==> config.mk <==
export PLATFORM = sky130hd
export DESIGN_NAME = chunk_sum
export DESIGN_NICKNAME = d
export VERILOG_FILES = /design/src/rtl/chunk_sum.sv
export SDC_FILE = /design/constraint.sdc
export NUM_CORES = 1
export LEC_CHECK = 0
export CAP_MARGIN = 20
export CORE_MARGIN = 2
export CORE_UTILIZATION = 35
export CTS_CLUSTER_DIAMETER = 150
export CTS_CLUSTER_SIZE = 40
export DETAILED_ROUTE_END_ITERATION = 8
export PLACE_DENSITY = 0.68
export SETUP_SLACK_MARGIN = 0.2
export SYNTH_ARGS = -nofsm -noshare
export SYNTH_HDL_FRONTEND = slang
export SYNTH_SLANG_ARGS = --single-unit
==> constraint.sdc <==
create_clock -name _clock -period 8.04 [get_ports _clock]
set_clock_uncertainty 0.2 [all_clocks]
set_input_delay 1.608 -clock _clock [delete_from_list [all_inputs] [get_ports _clock]]
set_output_delay 1.608 -clock _clock [all_outputs]
set_load 0.005 [all_outputs]
==> src/rtl/chunk_sum.sv <==
// chunk_sum: groups upstream (in0, in1) beats into chunks of k and yields (sum, count) downstream.
// Defining CHUNK_SUM_OVF_EN adds the _ovf output (signed overflow seen within the emitted chunk).
module chunk_sum #(
  parameter int WIDTH = 32,
  parameter int CNT_W = 16
) (
  input  logic                    _clock,
  input  logic                    _reset,
  input  logic                    _start,
  input  logic [CNT_W-1:0]        k,
  output logic                    _up_start,
  output logic                    _up_ready,
  input  logic                    _up_valid,
  input  logic                    _up_done,
  input  logic signed [WIDTH-1:0] _in0,
  input  logic signed [WIDTH-1:0] _in1,
  input  logic                    _ready,
  output logic                    _valid,
  output logic                    _done,
  output logic signed [WIDTH-1:0] _out0,
  output logic [CNT_W-1:0]        _out1
`ifdef CHUNK_SUM_OVF_EN
  ,
  output logic                    _ovf
`endif
);

  // state | meaning
  // IDLE  | waiting for _start
  // ACCUM | accepting upstream beats
  // EMIT  | full chunk pending on the output
  // FLUSH | final partial chunk pending on the output
  // FIN   | one-cycle _done
  typedef enum logic [2:0] {S_IDLE, S_ACCUM, S_EMIT, S_FLUSH, S_FIN} state_t;

  state_t                  state_q, state_d;
  logic [CNT_W-1:0]        kq_q, kq_d, cnt_q, cnt_d, out1_q, out1_d, cnt_n;
  logic signed [WIDTH-1:0] acc_q, acc_d, out0_q, out0_d, sum_a, sum_b, acc_n;
  logic                    valid_q, valid_d, done_q, done_d, up_start_q, up_start_d;
  logic                    done_flag_q, done_flag_d, beat;
`ifdef CHUNK_SUM_OVF_EN
  logic                    ovf_acc_q, ovf_acc_d, ovf_q, ovf_d, ovf_n;
`endif

  assign beat  = (state_q == S_ACCUM) && _up_valid;
  assign sum_a = acc_q + _in0;
  assign sum_b = sum_a + _in1;
  assign acc_n = beat ? sum_b : acc_q;
  assign cnt_n = beat ? cnt_q + CNT_W'(1) : cnt_q;
`ifdef CHUNK_SUM_OVF_EN
  // Two chained adds per beat; either one may overflow.
  assign ovf_n = ovf_acc_q | (beat &
                 (((acc_q[WIDTH-1] == _in0[WIDTH-1]) && (sum_a[WIDTH-1] != acc_q[WIDTH-1])) |
                  ((sum_a[WIDTH-1] == _in1[WIDTH-1]) && (sum_b[WIDTH-1] != sum_a[WIDTH-1]))));
`endif

  always_comb begin
    state_d     = state_q;
    kq_d        = kq_q;
    acc_d       = acc_q;
    cnt_d       = cnt_q;
    out0_d      = out0_q;
    out1_d      = out1_q;
    valid_d     = valid_q;
    done_flag_d = done_flag_q;
    done_d      = 1'b0;
    up_start_d  = 1'b0;
`ifdef CHUNK_SUM_OVF_EN
    ovf_acc_d   = ovf_acc_q;
    ovf_d       = ovf_q;
`endif
    if (_start) begin
      kq_d        = (k == '0) ? CNT_W'(1) : k;
      acc_d       = '0;
      cnt_d       = '0;
      valid_d     = 1'b0;
      done_flag_d = 1'b0;
      up_start_d  = 1'b1;
      state_d     = S_ACCUM;
`ifdef CHUNK_SUM_OVF_EN
      ovf_acc_d   = 1'b0;
`endif
    end else begin
      case (state_q)
        S_ACCUM: begin
          acc_d = acc_n;
          cnt_d = cnt_n;
`ifdef CHUNK_SUM_OVF_EN
          ovf_acc_d = ovf_n;
`endif
          // The beat is folded in first; a full chunk with done pending goes through EMIT.
          if ((beat && cnt_n == kq_q) || (_up_done && cnt_n != '0)) begin
            out0_d      = acc_n;
            out1_d      = cnt_n;
            valid_d     = 1'b1;
            acc_d       = '0;
            cnt_d       = '0;
            done_flag_d = _up_done;
            state_d     = (beat && cnt_n == kq_q) ? S_EMIT : S_FLUSH;
`ifdef CHUNK_SUM_OVF_EN
            ovf_d     = ovf_n;
            ovf_acc_d = 1'b0;
`endif
          end else if (_up_done) begin
            state_d = S_FIN;
          end
        end
        S_EMIT: begin
          if (_up_done) done_flag_d = 1'b1;
          if (valid_q && _ready) begin
            valid_d     = 1'b0;
            done_flag_d = 1'b0;
            state_d     = (done_flag_q || _up_done) ? S_FIN : S_ACCUM;
          end
        end
        S_FLUSH: begin
          if (valid_q && _ready) begin
            valid_d     = 1'b0;
            done_flag_d = 1'b0;
            state_d     = S_FIN;
          end
        end
        S_FIN: begin
          done_d  = 1'b1;
          state_d = S_IDLE;
        end
        S_IDLE: ;
        default: state_d = S_IDLE;
      endcase
    end
  end

  always_ff @(posedge _clock or posedge _reset) begin
    if (_reset) begin
      state_q     <= S_IDLE;
      kq_q        <= '0;
      acc_q       <= '0;
      cnt_q       <= '0;
      out0_q      <= '0;
      out1_q      <= '0;
      valid_q     <= 1'b0;
      done_q      <= 1'b0;
      up_start_q  <= 1'b0;
      done_flag_q <= 1'b0;
`ifdef CHUNK_SUM_OVF_EN
      ovf_acc_q   <= 1'b0;
      ovf_q       <= 1'b0;
`endif
    end else begin
      state_q     <= state_d;
      kq_q        <= kq_d;
      acc_q       <= acc_d;
      cnt_q       <= cnt_d;
      out0_q      <= out0_d;
      out1_q      <= out1_d;
      valid_q     <= valid_d;
      done_q      <= done_d;
      up_start_q  <= up_start_d;
      done_flag_q <= done_flag_d;
`ifdef CHUNK_SUM_OVF_EN
      ovf_acc_q   <= ovf_acc_d;
      ovf_q       <= ovf_d;
`endif
    end
  end

  assign _up_start = up_start_q;
  assign _up_ready = (state_q == S_ACCUM);
  assign _valid    = valid_q;
  assign _done     = done_q;
  assign _out0     = out0_q;
  assign _out1     = out1_q;
`ifdef CHUNK_SUM_OVF_EN
  assign _ovf      = ovf_q;
`endif

endmodule

==> results of run 1 <==
[kinds of logic after synthesis]
kind of cell | Yosys count
xor+xnor | 58
compound gates | 235
simple gates | 298
fa+ha+maj | 63
mux | 35
flops | 119
buf+inv | 64
[routing by layer]
layer / wire [um] / vias to the layer above / global-route usage / part of all wire
li1: - / 3413 / - / -
met1: 11300 / 3544 / 0.279 / 0.48
met2: 10700 / 245 / 0.299 / 0.45
met3: 1330 / 31 / 0.0305 / 0.056
met4: 463 / 0 / 0.0691 / 0.020
met5: 0 / - / 0 / 0
[where the power goes]
group	total, W	switching [W]	internal [W]
sequential	0.000922	0.000149	0.000772
clock	0.000742	0.000281	0.000461
combinational	0.00158	0.000858	0.000725
[cell type report]
type | count | area, sq um
Fill cell | 2225 | 13000
Multi-Input combinational cell | 689 | 5050
Sequential cell | 119 | 2980
Timing Repair Buffer | 147 | 1450
Clock buffer | 23 | 458
Tap cell | 319 | 399
Clock inverter | 9 | 101
Inverter | 11 | 43.8
[sequential cells by signal (all words and copies together) (netlist names)]
signal,flops
_done,1
cnt_q,16
_out1,16
done_flag_q,1
_out0,32
_up_start,1
kq_q,16
_valid,1
acc_q,32
state_q,3
[worst max-delay path by stage]
stage / startpoint / endpoint / slack [ns] / cells after the start
2_1_floorplan: _reset / _done / 3.07 / 1
4_1_cts: _up_valid / _out0[23] / 2.18 / 11
3_3_place_gp: _up_valid / _out0[19] / 1.87 / 11
5_1_grt: _up_valid / _out0[23] / 1.85 / 11
6_report: _up_valid / _out0[23] / 2.16 / 11
3_5_place_dp: _up_valid / _out0[23] / 1.70 / 11
[worst max-delay path: stages]
cell	delay [ns]
clkdlybuf4s50_1	0.54
nand4bb_4	0.47
or3_4	0.60
nor3_1	0.26
o31ai_1	0.11
nor4b_1	0.29
and4_1	0.68
o21ba_4	0.85
buf_4	0.34
nor2_1	0.07
a31oi_1	0.16
[cell usage after synthesis (12+ instances only)]
| library cell | count | area (sq um) |
|---|---|---|
| and3_1 | 12 | 75.1 |
| nor4_1 | 15 | 93.8 |
| a21oi_1 | 61 | 305 |
| a22o_1 | 21 | 184 |
| dfrtp_1 | 119 | 2980 |
| a31oi_1 | 29 | 181 |
| xor2_1 | 23 | 201 |
| nand2_1 | 99 | 372 |
| xnor2_1 | 32 | 280 |
| o21ai_0 | 43 | 215 |
| nor2_1 | 70 | 263 |
| nand3_1 | 15 | 75.1 |
| buf_4 | 13 | 97.6 |
| o21ai_1 | 12 | 60.1 |
| nand4_1 | 14 | 87.6 |
| clkbuf_1 | 23 | 86.3 |
| ha_1 | 31 | 388 |
| nor3_1 | 17 | 85.1 |
| fa_1 | 32 | 641 |
| a21o_1 | 18 | 135 |
| mux2_2 | 20 | 225 |
[metrics by stage]
| step | cell area [sq um] | total power (W) | worst slack (ns) | instances |
|---|---|---|---|---|
| finish | 10500 | 0.00325 | 2.16 | 1317 |
| global route | 10500 | 0.00347 | 1.85 | 1317 |
| CTS | 10500 | 0.00325 | 2.18 | 1317 |
| detailed placement | 9920 | 0.00250 | 1.70 | 1285 |
| global placement | 9920 | 0.00247 | 1.87 | 1285 |
| floorplan | 8370 | 0.00192 | 3.07 | 872 |
==> results.json, run 1 <==
{
  "hold_viol": 0,
  "die_h_um": 159,
  "criticalPathCategory": "in2reg",
  "synthXorXnorAreaFrac": 0.0650,
  "rrSetupSlack_ns": 3.29,
  "gr-total-overflow": 0,
  "r2r-end": "_out0[23]",
  "dieArea_sq_um": 25200,
  "clock_path_buffers": 2,
  "drc_errors": 0,
  "layout_common_cells": "clkdlybuf4s50_1 (137), dfrtp_1 (119), nand2_1 (99)",
  "grt_max_degree": 69,
  "power.leakage_nw": 4.32,
  "setup_viol": 0,
  "period_minus_slack_ns": 5.88,
  "worstHoldEndpoint": "_out0[9]",
  "mostFrequentLayoutCell": "clkdlybuf4s50_1",
  "crit_path_end_kind": "register",
  "gp_congestion": 0.919,
  "area_delta_synth_final_pct": 25.2,
  "rr_worst_depth": 10,
  "clk_latency_ns": 0.43,
  "portBuffers": 137,
  "cts_tree": "yes",
  "reg2reg_from": "state_q[1]",
  "yosys_warnings": 0,
  "dr.pass1.iters": 5,
  "vdd_drop_max_mv": 0.133,
  "wl_per_cell_um": 18.0,
  "cts_root_buf": "clkbuf_16",
  "holdPathStages": 1,
  "crit_required_ns": 8.18,
  "nets": 1134,
  "synthAdderAreaFrac": 0.123,
  "fmax_ghz": 0.170,
  "fin_util": 0.446,
  "track_usage": 0.195,
  "synth-simple-area-share": 0.187,
  "syn_nets": 1021,
  "path_clk_slew_ns": 0.06,
  "dp_hpwl_um": 17000,
  "synth_top_family_by_area": "simple AND/OR/NAND/NOR gates",
  "cp_max_fo": 68,
  "worstHoldStart": "_out0[9]",
  "ys_ff_latch": 119,
  "worstPathArrival_ns": 6.02,
  "cp-start-kind": "input port",
  "synthMuxAreaShare": 0.0471,
  "yosysSeqAreaShare": 0.356,
  "post_cts_resize_count": 0,
  "synth_edf_count": 0,
  "cts_buffers": 17,
  "slew_headroom": 0.383,
  "grt_antenna_before_repair": 0,
  "hp-class": "reg2reg",
  "p_per_area_nw_per_um2": 310,
  "diodes": 0,
  "drtAntennaViolNets": 0,
  "die_width_um": 159,
  "maxCapViolCount": 0,
  "rsz0062_at_grt": "false",
  "worstMarginPinSlew_ns": 0.922,
  "grt_pass1_wl_um": 37800,
  "finalSetupTns_ns": 0,
  "synth_compound_area_frac": 0.181,
  "io_pins": 138,
  "ys_async_sr_fraction": 1.00,
  "status": "completed",
  "cts-htree-levels": 4,
  "drive_above_1_share": 0.0822,
  "wirelength_um": 23700,
  "initial_core_util": 0.357,
  "mappedNetlistArea_sq_um": 8370,
  "ctsHoldBuffers": 0,
  "ys_types": 77,
  "grt_pass1_vias": 6995,
  "cts.sinks": 119,
  "dr_total_vias": 7233,
  "synth.avg_cell_area_sq_um": 9.60,
  "whs_ns": 0.306,
  "rows": 56,
  "viasPerCell": 5.49,
  "synth_cells": 872,
  "drv_slew": 0,
  "post-route-period-util": 0.732,
  "synthFlopType": "dfrtp_1",
  "core-area_sq_um": 23500,
  "drtIter0Drc": 585,
  "cts_setup_buffers": 0
}
Power figures use the tool's default switching activity.
==> inputs of run 2 (changes only) <==
- clock period: 8.04 -> 5.8 ns (I/O delays scaled with it)
==> run 2 against run 1 <==
Effect of this change:
- clock power rose by 39%
- sequential share of layout area decreased by 0.20 points
- hold slack worse by 0.019 ns
- total power grew 39%
- flip-flop and latch count did not move
- core utilization increased by 0.31 points
- cell count grew 0.53%
- routed wire length is 3.4% lower
- critical path depth is 2 higher
- final area increased by 0.71%
- sequential power increased by 37%
==> results.json, run 2 (synthesized netlist as in run 1, its figures left out) <==
{
  "drc_errors": 0,
  "rr_worst_depth": 11,
  "dr_total_vias": 7087,
  "crit_slowest_cell": "fa_1",
  "cp-start-kind": "input port",
  "crit_path_end_kind": "register",
  "drive_above_1_share": 0.0896,
  "drv_slew": 0,
  "initial_core_util": 0.357,
  "slew_headroom": 0.437,
  "startpoint": "_in0[1]",
  "drtAntennaViolNets": 0,
  "dieArea_sq_um": 25200,
  "die_h_um": 159,
  "reg2reg_from": "cnt_q[0]",
  "r2r-end": "cnt_q[4]",
  "ff_latch_area_sq_um": 2980,
  "worstPathBufferInverterCount": 1,
  "place_ws_ns": 0.696,
  "gr-total-overflow": 0,
  "grt_pass1_wl_um": 37100,
  "grt_antenna_before_repair": 0,
  "hp-class": "reg2reg",
  "gp_congestion": 0.888,
  "drtIter0Drc": 451,
  "hold_viol": 0,
  "cts-htree-levels": 4,
  "maxCapViolCount": 0,
  "post-route-period-util": 0.823,
  "cts.sinks": 119,
  "cpLargestDelayFamily": "compound AO/OA/AOI/OAI gates",
  "cpMostUsedCell": "fa_1",
  "setup_ws_ns": 1.03,
  "cts_tree": "yes",
  "post_cts_resize_count": 0,
  "wirelength_um": 22900,
  "criticalPathCategory": "in2reg",
  "path_depth": 13,
  "cts_root_buf": "clkbuf_16",
  "rsz0062_at_grt": "false",
  "total_power_w": 0.00450,
  "cp_max_fo": 8,
  "diodes": 0,
  "period_minus_slack_ns": 4.77,
  "path_clk_slew_ns": 0.06,
  "place_inst": 1292,
  "die_width_um": 159,
  "status": "completed",
  "fillers": 2220,
  "p_per_area_nw_per_um2": 426,
  "final_cells": 1324,
  "clk_latency_ns": 0.41,
  "crit_required_ns": 5.90,
  "wl_per_cell_um": 17.3,
  "whs_ns": 0.287,
  "vdd_drop_max_mv": 0.245,
  "viasPerCell": 5.35,
  "track_usage": 0.188,
  "cts_setup_buffers": 0,
  "endpoint": "acc_q[29]",
  "crit_chain": "clkdlybuf4s50_1, fa_1, ha_1, fa_1, a211oi_1, o211ai_1, a31oi_1, nor3_1, a31o_2, o21ai_0, nor2b_1, xnor2_1, a22o_1",
  "fmax_ghz": 0.210,
  "layout_common_cells": "clkdlybuf4s50_1 (137), dfrtp_1 (119), nand2_1 (99)",
  "finalSetupTns_ns": 0,
  "area_delta_synth_final_pct": 26.1,
  "clock_path_buffers": 2,
  "portBuffers": 137,
  "rows": 56,
  "ctsHoldBuffers": 0,
  "power.leakage_nw": 4.36,
  "cts_buffers": 17,
  "io_pins": 138,
  "grt_pass1_vias": 6951,
  "worstMarginPinSlew_ns": 0.836,
  "multi_input_area_sq_um": 5050,
  "max_stage_delay_ns": 0.49,
  "mostFrequentLayoutCell": "clkdlybuf4s50_1",
  "core-area_sq_um": 23500,
  "dp_hpwl_um": 17000,
  "rrSetupSlack_ns": 1.69,
  "worstPathArrival_ns": 4.87,
  "dr.pass1.iters": 5,
  "setup_viol": 0,
  "nets": 1141,
  "grt_max_degree": 44
}
run 2: power by group:
| part | total (W) | internal, W | switching [W] |
|---|---|---|---|
| Sequential | 0.00126 | 0.00107 | 0.000191 |
| Combinational | 0.00220 | 0.00102 | 0.00118 |
| Clock | 0.00103 | 0.000651 | 0.000383 |
run 2: cell type report:
type | count | share of cell area
Multi-Input combinational cell | 689 | 0.479
Sequential cell | 119 | 0.282
Clock inverter | 9 | 0.00949
Tap cell | 319 | 0.0378
Clock buffer | 23 | 0.0444
Timing Repair Buffer | 154 | 0.143
Inverter | 11 | 0.00415
run 2: how the worst min path moves through the flow:
stage | start | end | slack (ns) | cells after the start
3_3_place_gp | _out0[3] | _out0[3] | 0.27 | 1
2_1_floorplan | done_flag_q | done_flag_q | 0.27 | 2
5_1_grt | _out0[3] | _out0[3] | 0.32 | 1
6_report | _out0[3] | _out0[3] | 0.29 | 1
3_5_place_dp | _out0[12] | _out0[12] | 0.28 | 1
4_1_cts | _out0[12] | _out0[12] | 0.29 | 1
run 2: worst register-to-register path: stages (launching register included):
cell and delay (ns):
dfrtp_1 0.55, ha_1 0.33, nand2_1 0.22, or4b_4 0.59, xor2_1 0.27, o2111ai_1 0.18, nor4_2 0.27, a31oi_2 0.23
buf_4 0.25, or3_1 0.51, or3_1 0.37, o21ai_1 0.08
run 2: routing by layer:
metal  global-route usage  wire (um)
met1                0.266      11100
met2                0.291      10200
met3               0.0392       1280
met4               0.0553        380
met5                    0          0
run 2: stage by stage:
stage	instance area, sq um	utilization
final	10500	0.449
after global routing	10500	0.449
after CTS	10500	0.449
after detailed placement	9980	0.425
after global placement	9980	0.425
after floorplan	8370	-
